[config.mk]
export PLATFORM = sky130hd
export DESIGN_NAME = dm_port_arbiter_flat
export DESIGN_NICKNAME = d
export VERILOG_FILES = /design/src/rtl/dm_port_arbiter_if.sv /design/src/rtl/dm_port_arbiter.sv /design/src/flat_wrapper.sv
export SDC_FILE = /design/constraint.sdc
export NUM_CORES = 1
export LEC_CHECK = 0
export CORE_AREA = 2 2 144 146
export CTS_BUF_LIST = sky130_fd_sc_hd__clkbuf_4 sky130_fd_sc_hd__clkbuf_8
export CTS_CLUSTER_DIAMETER = 80
export CTS_CLUSTER_SIZE = 8
export DETAILED_ROUTE_END_ITERATION = 10
export DIE_AREA = 0 0 146 148
export GPL_ROUTABILITY_DRIVEN = 0
export PLACE_DENSITY = 0.61
export SLEW_MARGIN = 20
export SYNTH_ARGS = -nofsm -noshare
export SYNTH_HDL_FRONTEND = slang
export SYNTH_SLANG_ARGS = --single-unit
[constraint.sdc]
create_clock -name clk -period 2.1 [get_ports clk]
set_clock_uncertainty 0.2 [all_clocks]
set_input_delay 0.315 -clock clk [delete_from_list [all_inputs] [get_ports clk]]
set_output_delay 0.315 -clock clk [all_outputs]
set_load 0.05 [all_outputs]
[src/rtl/dm_port_arbiter_if.sv]
// dm_port_arbiter_if
//   Groups the two requester ports and the data-memory bus of the port arbiter.
//   Port 0 (CPU M-stage): req0/we0/addr0/wdata0/pc0 in; gnt0/stall0/rvalid0/rdata0/err0 out.
//   Port 1 (debug/DMA):   req1/we1/lock1/addr1/wdata1 in; gnt1/rvalid1/rdata1/err1 out.
//   Memory side:          dm_addr/dm_wdata/dm_we/dm_pc out; dm_rdata in (async read).
//   slave  : the arbiter's view.
//   master : the requesters' and memory's view.
interface dm_port_arbiter_if;
  logic        req0;
  logic        we0;
  logic [31:0] addr0;
  logic [31:0] wdata0;
  logic [31:0] pc0;
  logic        gnt0;
  logic        stall0;
  logic        rvalid0;
  logic [31:0] rdata0;
  logic        err0;

  logic        req1;
  logic        we1;
  logic        lock1;
  logic [31:0] addr1;
  logic [31:0] wdata1;
  logic        gnt1;
  logic        rvalid1;
  logic [31:0] rdata1;
  logic        err1;

  logic [31:0] dm_addr;
  logic [31:0] dm_wdata;
  logic        dm_we;
  logic [31:0] dm_pc;
  logic [31:0] dm_rdata;

  modport slave (
    input  req0, we0, addr0, wdata0, pc0,
    input  req1, we1, lock1, addr1, wdata1,
    input  dm_rdata,
    output gnt0, stall0, rvalid0, rdata0, err0,
    output gnt1, rvalid1, rdata1, err1,
    output dm_addr, dm_wdata, dm_we, dm_pc
  );

  modport master (
    output req0, we0, addr0, wdata0, pc0,
    output req1, we1, lock1, addr1, wdata1,
    output dm_rdata,
    input  gnt0, stall0, rvalid0, rdata0, err0,
    input  gnt1, rvalid1, rdata1, err1,
    input  dm_addr, dm_wdata, dm_we, dm_pc
  );
endinterface

[src/rtl/dm_port_arbiter.sv]
// dm_port_arbiter
//   Shares a single-port data memory between the CPU M-stage (port 0) and a
//   debug/DMA loader (port 1). Port 0 has fixed priority; port 1 is protected by
//   a starvation guard (MAX_WAIT) and may hold the memory for a bounded burst
//   (LOCK_MAX) with lock1. Grants are combinational, responses are registered
//   one cycle after the grant.
//   Ports: clk, reset (synchronous, active-high), bus (dm_port_arbiter_if.slave).
module dm_port_arbiter #(
  parameter int          MAX_WAIT   = 4,
  parameter int          LOCK_MAX   = 8,
  parameter logic [31:0] ADDR_LIMIT = 32'h0000_3000
) (
  input  logic               clk,
  input  logic               reset,
  dm_port_arbiter_if.slave   bus
);

  localparam int WAIT_W = $clog2(MAX_WAIT + 1);
  localparam int LOCK_W = $clog2(LOCK_MAX + 1);

  // State names the port granted in the previous cycle.
  typedef enum logic [1:0] {IDLE, P0, P1, P1_LOCK} state_t;

  state_t            state_reg, state_next;
  logic [WAIT_W-1:0] wait_cnt_reg, wait_cnt_next;
  logic [LOCK_W-1:0] lock_cnt_reg, lock_cnt_next;
  logic              lock_hold;
  logic [1:0]        gnt;
  logic [1:0]        we;
  logic [1:0]        illegal;
  logic [31:0]       addr [2];

  assign we      = {bus.we1, bus.we0};
  assign addr[0] = bus.addr0;
  assign addr[1] = bus.addr1;

  // Arbitration and next-state logic.
  always_comb begin
    gnt           = 2'b00;
    lock_hold     = 1'b0;
    state_next    = IDLE;
    wait_cnt_next = '0;
    lock_cnt_next = '0;
    if (!reset) begin
      // A running lock keeps port 1 until lock1 drops or the burst budget is spent.
      lock_hold = (state_reg == P1_LOCK) && bus.req1 && bus.lock1 &&
                  (lock_cnt_reg < LOCK_W'(LOCK_MAX));
      if (lock_hold || (bus.req1 && (wait_cnt_reg == WAIT_W'(MAX_WAIT)))) begin
        gnt[1] = 1'b1;
      end else if (bus.req0) begin
        gnt[0] = 1'b1;
      end else if (bus.req1) begin
        gnt[1] = 1'b1;
      end

      if (gnt[0]) begin
        state_next = P0;
      end else if (gnt[1]) begin
        state_next = bus.lock1 ? P1_LOCK : P1;
      end

      if (bus.req1 && !gnt[1]) begin
        wait_cnt_next = (wait_cnt_reg == WAIT_W'(MAX_WAIT)) ? wait_cnt_reg
                                                            : wait_cnt_reg + WAIT_W'(1);
      end

      // A locked grant that is not a continuation (fresh entry, or the one
      // arbitration after the budget ran out) starts a new burst at 1.
      if (gnt[1] && bus.lock1) begin
        lock_cnt_next = lock_hold ? lock_cnt_reg + LOCK_W'(1) : LOCK_W'(1);
      end
    end
  end

  always_ff @(posedge clk) begin
    if (reset) begin
      state_reg    <= IDLE;
      wait_cnt_reg <= '0;
      lock_cnt_reg <= '0;
    end else begin
      state_reg    <= state_next;
      wait_cnt_reg <= wait_cnt_next;
      lock_cnt_reg <= lock_cnt_next;
    end
  end

  // Memory-side mux: everything is zero when nobody owns the memory, and
  // illegal accesses never write.
  always_comb begin
    bus.dm_addr  = '0;
    bus.dm_wdata = '0;
    bus.dm_we    = 1'b0;
    bus.dm_pc    = '0;
    if (gnt[0]) begin
      bus.dm_addr  = bus.addr0;
      bus.dm_wdata = bus.wdata0;
      bus.dm_we    = bus.we0 && !illegal[0];
      bus.dm_pc    = bus.pc0;
    end else if (gnt[1]) begin
      bus.dm_addr  = bus.addr1;
      bus.dm_wdata = bus.wdata1;
      bus.dm_we    = bus.we1 && !illegal[1];
    end
  end

  // Per-port legality check and registered response.
  for (genvar gi = 0; gi < 2; gi++) begin : g_port
    logic        rvalid_reg;
    logic        err_reg;
    logic [31:0] rdata_reg;

    assign illegal[gi] = (addr[gi][1:0] != 2'b00) || (addr[gi] >= ADDR_LIMIT);

    always_ff @(posedge clk) begin
      if (reset) begin
        rvalid_reg <= 1'b0;
        err_reg    <= 1'b0;
        rdata_reg  <= '0;
      end else begin
        rvalid_reg <= gnt[gi];
        err_reg    <= gnt[gi] && illegal[gi];
        // rdata holds between responses; writes and errors return zero.
        if (gnt[gi]) begin
          rdata_reg <= (illegal[gi] || we[gi]) ? 32'h0 : bus.dm_rdata;
        end
      end
    end
  end

  assign bus.gnt0    = gnt[0];
  assign bus.gnt1    = gnt[1];
  assign bus.stall0  = bus.req0 && !gnt[0];
  assign bus.rvalid0 = g_port[0].rvalid_reg;
  assign bus.err0    = g_port[0].err_reg;
  assign bus.rdata0  = g_port[0].rdata_reg;
  assign bus.rvalid1 = g_port[1].rvalid_reg;
  assign bus.err1    = g_port[1].err_reg;
  assign bus.rdata1  = g_port[1].rdata_reg;

endmodule

[src/flat_wrapper.sv]
// flat-port wrapper written by rule: the top's interface ports become plain ports
module dm_port_arbiter_flat 
#(
  parameter int          MAX_WAIT   = 4,
  parameter int          LOCK_MAX   = 8,
  parameter logic [31:0] ADDR_LIMIT = 32'h0000_3000
)
  (clk, reset, bus_req0, bus_we0, bus_addr0, bus_wdata0, bus_pc0, bus_req1, bus_we1, bus_lock1, bus_addr1, bus_wdata1, bus_dm_rdata, bus_gnt0, bus_stall0, bus_rvalid0, bus_rdata0, bus_err0, bus_gnt1, bus_rvalid1, bus_rdata1, bus_err1, bus_dm_addr, bus_dm_wdata, bus_dm_we, bus_dm_pc);
  dm_port_arbiter_if bus_i ();
  input  logic clk;
  input  logic reset;
  input wire logic [$bits(bus_i.req0)-1:0] bus_req0;
  input wire logic [$bits(bus_i.we0)-1:0] bus_we0;
  input wire logic [$bits(bus_i.addr0)-1:0] bus_addr0;
  input wire logic [$bits(bus_i.wdata0)-1:0] bus_wdata0;
  input wire logic [$bits(bus_i.pc0)-1:0] bus_pc0;
  input wire logic [$bits(bus_i.req1)-1:0] bus_req1;
  input wire logic [$bits(bus_i.we1)-1:0] bus_we1;
  input wire logic [$bits(bus_i.lock1)-1:0] bus_lock1;
  input wire logic [$bits(bus_i.addr1)-1:0] bus_addr1;
  input wire logic [$bits(bus_i.wdata1)-1:0] bus_wdata1;
  input wire logic [$bits(bus_i.dm_rdata)-1:0] bus_dm_rdata;
  output wire logic [$bits(bus_i.gnt0)-1:0] bus_gnt0;
  output wire logic [$bits(bus_i.stall0)-1:0] bus_stall0;
  output wire logic [$bits(bus_i.rvalid0)-1:0] bus_rvalid0;
  output wire logic [$bits(bus_i.rdata0)-1:0] bus_rdata0;
  output wire logic [$bits(bus_i.err0)-1:0] bus_err0;
  output wire logic [$bits(bus_i.gnt1)-1:0] bus_gnt1;
  output wire logic [$bits(bus_i.rvalid1)-1:0] bus_rvalid1;
  output wire logic [$bits(bus_i.rdata1)-1:0] bus_rdata1;
  output wire logic [$bits(bus_i.err1)-1:0] bus_err1;
  output wire logic [$bits(bus_i.dm_addr)-1:0] bus_dm_addr;
  output wire logic [$bits(bus_i.dm_wdata)-1:0] bus_dm_wdata;
  output wire logic [$bits(bus_i.dm_we)-1:0] bus_dm_we;
  output wire logic [$bits(bus_i.dm_pc)-1:0] bus_dm_pc;
  assign bus_i.req0 = bus_req0;
  assign bus_i.we0 = bus_we0;
  assign bus_i.addr0 = bus_addr0;
  assign bus_i.wdata0 = bus_wdata0;
  assign bus_i.pc0 = bus_pc0;
  assign bus_i.req1 = bus_req1;
  assign bus_i.we1 = bus_we1;
  assign bus_i.lock1 = bus_lock1;
  assign bus_i.addr1 = bus_addr1;
  assign bus_i.wdata1 = bus_wdata1;
  assign bus_i.dm_rdata = bus_dm_rdata;
  assign bus_gnt0 = bus_i.gnt0;
  assign bus_stall0 = bus_i.stall0;
  assign bus_rvalid0 = bus_i.rvalid0;
  assign bus_rdata0 = bus_i.rdata0;
  assign bus_err0 = bus_i.err0;
  assign bus_gnt1 = bus_i.gnt1;
  assign bus_rvalid1 = bus_i.rvalid1;
  assign bus_rdata1 = bus_i.rdata1;
  assign bus_err1 = bus_i.err1;
  assign bus_dm_addr = bus_i.dm_addr;
  assign bus_dm_wdata = bus_i.dm_wdata;
  assign bus_dm_we = bus_i.dm_we;
  assign bus_dm_pc = bus_i.dm_pc;
  dm_port_arbiter #(.MAX_WAIT(MAX_WAIT), .LOCK_MAX(LOCK_MAX), .ADDR_LIMIT(ADDR_LIMIT)) u_core (.clk(clk), .reset(reset), .bus(bus_i));
endmodule
# Word-level counts from Yosys, hierarchy flattened
# Index checks and enable logic that the tools add are counted.
word_totals:
  ff_bits: 77
  latchBits: 0
  ram_bits: 0
  mem_bits_ro: 0
  inputBits: 199
  word_cells: 69
  mem_count: 0
classes:
  addsub: 2
  multipliers: 0
  div: 0
  n_lt_le_gt_ge: 3
  eq_ne: 2
  shifts: 0
  muxes: 21
  bitwise: 4
  reduce_logical: 26
op_table:
  columns: ["cell", "n"]
  rows:
  - ["$mux W32", 7]
  - ["$ge A32 B14 Y1 const B", 2]
  - ["$mux W1", 13]
  - ["$logic_and A1 B1 Y1", 11]
  - ["$reduce_or A3 Y1", 2]
  - ["$logic_or A1 B1 Y1", 5]
  - ["$add A4 B1 Y4 const B", 1]
  - ["$logic_not A1 Y1", 4]
  - ["$lt A4 B4 Y1 const B", 1]
  - ["$not A1 Y1", 4]
  - ["$reduce_bool A2 Y1", 2]
  - ["$reduce_or A2 Y1", 2]
  - ["$add A3 B1 Y3 const B", 1]
  - ["$eq A3 B3 Y1 const B", 1]
  - ["$eq A2 B2 Y1 const B", 1]
  - ["$mux W2", 1]

# Logic depth before layout (Yosys ltp)
logic_depth:
  word_depth: 11
  ltp_mapped: 8
  ltp_nobuf: 7

# Worst setup path after synthesis
# Ideal clock, no wire load.
synth_timing:
  path_type: "register to output"
  startpoint: "register u_core.wait_cnt_reg[0]"
  endpoint: "output port bus_dm_we"
  arrival_time_ns: 2.541
  required_time_ns: 1.585
  path_slack_ns: -0.956
  stages_incl_launch_ff: 9
  path_buffers: 1
  cell_sequence: "dfxtp_1 > inv_1 > ha_1 > a21boi_2 > a21o_1 > inv_2 > clkbuf_1 > nand2_1 > o22ai_1"
synth_via:
  elab_chain_len: 8
  word_cells_on_any_way: 10
synth_lines:
  columns: ["element", "line_no", "text"]
  rows:
  - ["from (decl)", "dm_port_arbiter.sv:25", "logic [WAIT_W-1:0] wait_cnt_reg, wait_cnt_next;"]
  - ["from (signal assigned)", "dm_port_arbiter.sv:82", "wait_cnt_reg <= wait_cnt_next;"]
  - ["$eq A3 B3 Y1", "dm_port_arbiter.sv:48", "if (lock_hold || (bus.req1 && (wait_cnt_reg == WAIT_W'(MAX_WAIT)))) begin"]
  - ["$logic_and A1 B1 Y1", "dm_port_arbiter.sv:48", null]
  - ["$logic_or A1 B1 Y1", "dm_port_arbiter.sv:48", null]
  - ["$mux W1", "dm_port_arbiter.sv:48", null]
  - ["$mux W1", "dm_port_arbiter.sv:44", "if (!reset) begin"]
  - ["$mux W2", "dm_port_arbiter.sv:44", null]
  - ["named net bus_gnt1", "flat_wrapper.sv:28", "output wire logic [$bits(bus_i.gnt1)-1:0] bus_gnt1;"]
  - ["$mux W1", "dm_port_arbiter.sv:99", "end else if (gnt[1]) begin"]
  - ["$mux W1", "dm_port_arbiter.sv:94", "if (gnt[0]) begin"]
  - ["to (decl)", "flat_wrapper.sv:34", "output wire logic [$bits(bus_i.dm_we)-1:0] bus_dm_we;"]
# The timed path passes the listed nets, and every way through them passes these cells. The select of a mux whose other input is x is not followed.

# Final worst setup path
layout_timing:
  startpoint: "register u_core.wait_cnt_reg[0]"
  endpoint: "output port bus_dm_addr[7]"
layout_via:
  elab_chain_len: 8
  word_cells_on_any_way: 10
layout_lines:
  columns: ["element", "line_no", "text"]
  rows:
  - ["$eq A3 B3 Y1 (*)", "dm_port_arbiter.sv:48", null]
  - ["$logic_and A1 B1 Y1 (*)", "dm_port_arbiter.sv:48", null]
  - ["$logic_or A1 B1 Y1 (*)", "dm_port_arbiter.sv:48", null]
  - ["$mux W1", "dm_port_arbiter.sv:48", null]
  - ["$mux W1", "dm_port_arbiter.sv:44", null]
  - ["$mux W2 (*)", "dm_port_arbiter.sv:44", null]
  - ["$mux W32", "dm_port_arbiter.sv:99", null]
  - ["$mux W32 (*)", "dm_port_arbiter.sv:94", null]
  - ["to (decl)", "flat_wrapper.sv:32", "output wire logic [$bits(bus_i.dm_addr)-1:0] bus_dm_addr;"]
# Mark *: on every way between the ends. The rest lies on a longest branch, timed or not. The select of a mux whose other input is x is not followed.

==> results.py <==
metrics = {
    "final_layout": {
        "diodes": 0,
        "area_delta_synth_final_pct": 174,
        "fillers": 1888,
        "num-nets-final": 960,
        "final-seq-area_mm2": 0.00154,
        "postLayoutCoreUtil_pct": 47.9,
        "final_cell_count_no_fill": 1033,
        "multi_input_area_mm2": 0.00229,
        "drive_above_1_share_pct": 44.2,
    },
    "route": {
        "routedWlPerCell_um": 20.3,
        "post-route-drc-count": 0,
        "firstDrtPassIters": 4,
        "vias_per_cell": 4.36,
        "num_vias": 4501,
        "wl_um": 21000,
        "postRouteAntennaNets": 0,
        "drtIter0Drc": 160,
    },
    "placed_design": {
        "place_inst": 1004,
        "post-dp-hpwl_um": 16300,
        "dpl_worst_slack_ps": -540,
        "port_buffers": 366,
    },
    "worst_hold_path": {
        "hp-class": "in2reg",
    },
    "clock_tree": {
        "clk_pin_slew_ps": 80,
        "cts_tree": "done",
        "numCtsBuffers": 9,
        "insertion_delay_ps": 370,
        "cts-root-buf": "clkbuf_8",
        "clockBufferDepth": 2,
        "h-tree-depth": 3,
        "clock_sinks": 77,
    },
    "critical_path": {
        "endpoint_kind": "primary output",
        "cp_max_fo": 28,
        "critPathRequiredTime_ps": 1580,
        "rrSetupSlack_ps": -30,
        "worst_ep_arrival_time_ps": 2030,
        "crit_type": "reg2out",
        "cp-start-kind": "register",
    },
    "global_route": {
        "grt_pass1_wl_um": 30100,
        "grt_max_degree": 38,
        "grt_pass1_vias": 4850,
        "track_usage_pct": 18.6,
        "grt_overflow": 0,
        "grt_antenna_before_repair": 1,
    },
    "yosys": {
        "postSynthAreaPerCell_um2": 10.4,
        "postSynthCellCount": 336,
        "netlist_area_mm2": 0.00351,
        "ys.flop_type": "dfxtp_1",
        "ys_seq_area_share_pct": 44.0,
        "synth-edff-count": 0,
        "yosysWarnings": 0,
        "ys_ff_latch": 77,
        "synthArstFlopShare_pct": 0,
        "syn_nets": 538,
        "ys_types": 30,
    },
    "sta": {
        "finalSetupViolCount": 117,
        "tightest_slew_ps": 550,
        "slew-limit-headroom_pct": 63.2,
        "hold_ws_ps": 189,
        "hold_viol": 0,
        "period_share_pct": 121,
        "drv_slew": 0,
        "setup_ws_ps": -447,
        "min_period_ps": 2550,
        "max_clock_freq_mhz": 393,
        "rsz0062_at_grt": "yes",
    },
    "power": {
        "peakVddDrop_mv": 0.289,
        "pwr-share-comb_pct": 42.9,
        "pwr_density_cell_mw_per_mm2": 488,
        "p_leak_nw": 4.07,
        "power_mw": 4.68,
        "power.switching_mw": 1.59,
        "sequentialPowerShare_pct": 31.5,
        "p_sw_share_pct": 33.9,
        "clkPwrFrac_pct": 25.6,
        "internal_power_mw": 3.09,
    },
    "die": {
        "die_area_mm2": 0.0216,
        "pin_count": 367,
        "fp.coreArea_mm2": 0.0200,
        "initial_core_util_pct": 17.5,
        "fp-row-count": 52,
        "die_w_um": 146,
        "die_y_um": 148,
    },
    "job": {
        "maxCapViolCount": 0,
    },
    "run_status": {
        "status": "complete, but fails checks",
        "violations": "negative setup slack",
    },
}
==> worst max-delay path, cell delays in order, from the launching register on <==
cell and delay [ps]:
dfxtp_2 330, inv_2 70, ha_4 140, nand2_2 70
a31oi_4 200, clkinv_4 170, buf_12 210, a22o_2 310
buf_12 150
==> cell families (layout without fill, tap and decap cells) <==
group                      Yosys count  count (layout)  synth area share (%)
AOI/OAI and AO/OA                  136             136                  34.7
xor gates and xnor gates             1               1                 0.250
and+or+nand+nor                     81              81                  14.3
DFF                                 77              77                  44.0
adders and majority gates            3               3                  1.07
buffers and inverters               38             465                  5.64
==> layout make-up <==
type	instances	share of cell area, %
timing repair buffer	439	53.8
multi-input combinational	221	23.9
sequential	77	16.1
tap	270	3.52
clock buffer	9	1.29
clock inverter	7	0.835
inverter	9	0.404
timing repair inverter	1	0.0913
==> final timing paths <==
kind | from | endpoint | cells past startpoint
min | bus_lock1 | u_core.state_reg[0] | 3
max reg2reg | u_core.wait_cnt_reg[0] | u_core.bus.rdata1[0] | 11
min reg2reg | u_core.lock_cnt_reg[1] | u_core.lock_cnt_reg[3] | 2
max | u_core.wait_cnt_reg[0] | bus_dm_addr[7] | 8
==> power groups by stage <==
stage | logic [mW] | registers (mW) | clock network [mW]
CTS | 1.97 | 1.47 | 1.26
detailed placement | 1.89 | 1.51 | 0
global placement | 1.89 | 1.51 | 0
floorplan | 0.772 | 1.52 | 0
finish | 2.01 | 1.47 | 1.20
global route | 2.09 | 1.47 | 1.30
==> timing repair <==
item	CTS	global route
hold buffers	0	0
setup buffers	3	4
cloned	3	3
setup endpoints to repair	100	180
resized for setup	42	55
pin swaps	6	15
endpoints found under the hold margin	0	0
==> cell usage after synthesis (2+ instances only) <==
library cell    n  area share [%]
nand4_1         2            0.36
buf_6           6             1.9
nor3_1          5            0.71
or2_2           3            0.54
nand2_1        14             1.5
inv_1           7            0.75
nor4_4          2             1.2
ha_1            3             1.1
nor4_1         10             1.8
buf_2           8             1.1
inv_2           2            0.21
clkbuf_1       15             1.6
a21oi_1         3            0.43
and2_1         35             6.2
a22o_1        105              26
a22o_2         23             6.6
nor2_1          4            0.43
dfxtp_1        77              44
==> per-stage QoR <==
stage / setup TNS (ps) / instance area, um2
6_report: -39060 / 9590
5_1_grt: -53220 / 9590
4_1_cts: -42950 / 9210
3_5_place_dp: -71710 / 8780
3_3_place_gp: -67870 / 8780
2_1_floorplan: -148 / 3800
==> placed cells by master (no fill, tap or decap), drive strengths merged, types with 2 or more instances in the layout <==
cell type	instances
ha	3
clkbuf	11
buf	175
nor4	12
a21oi	3
clkinv	3
and2	35
clkdlybuf4s50	248
or2	3
a22o	128
dlygate4sd2	6
nor3	5
dlymetal6s2s	8
nand4	2
nor2	4
dfxtp	77
nand2	14
inv	12
==> per-layer routing <==
layer / up-vias / wire length (um) / GRT usage, %
li1: 2148 / - / -
met1: 2103 / 8320 / 21.9
met2: 222 / 10300 / 31.7
met3: 26 / 2000 / 7.69
met4: 2 / 376 / 3.98
met5: - / 13 / 0
(Power assumes the default switching activity.)
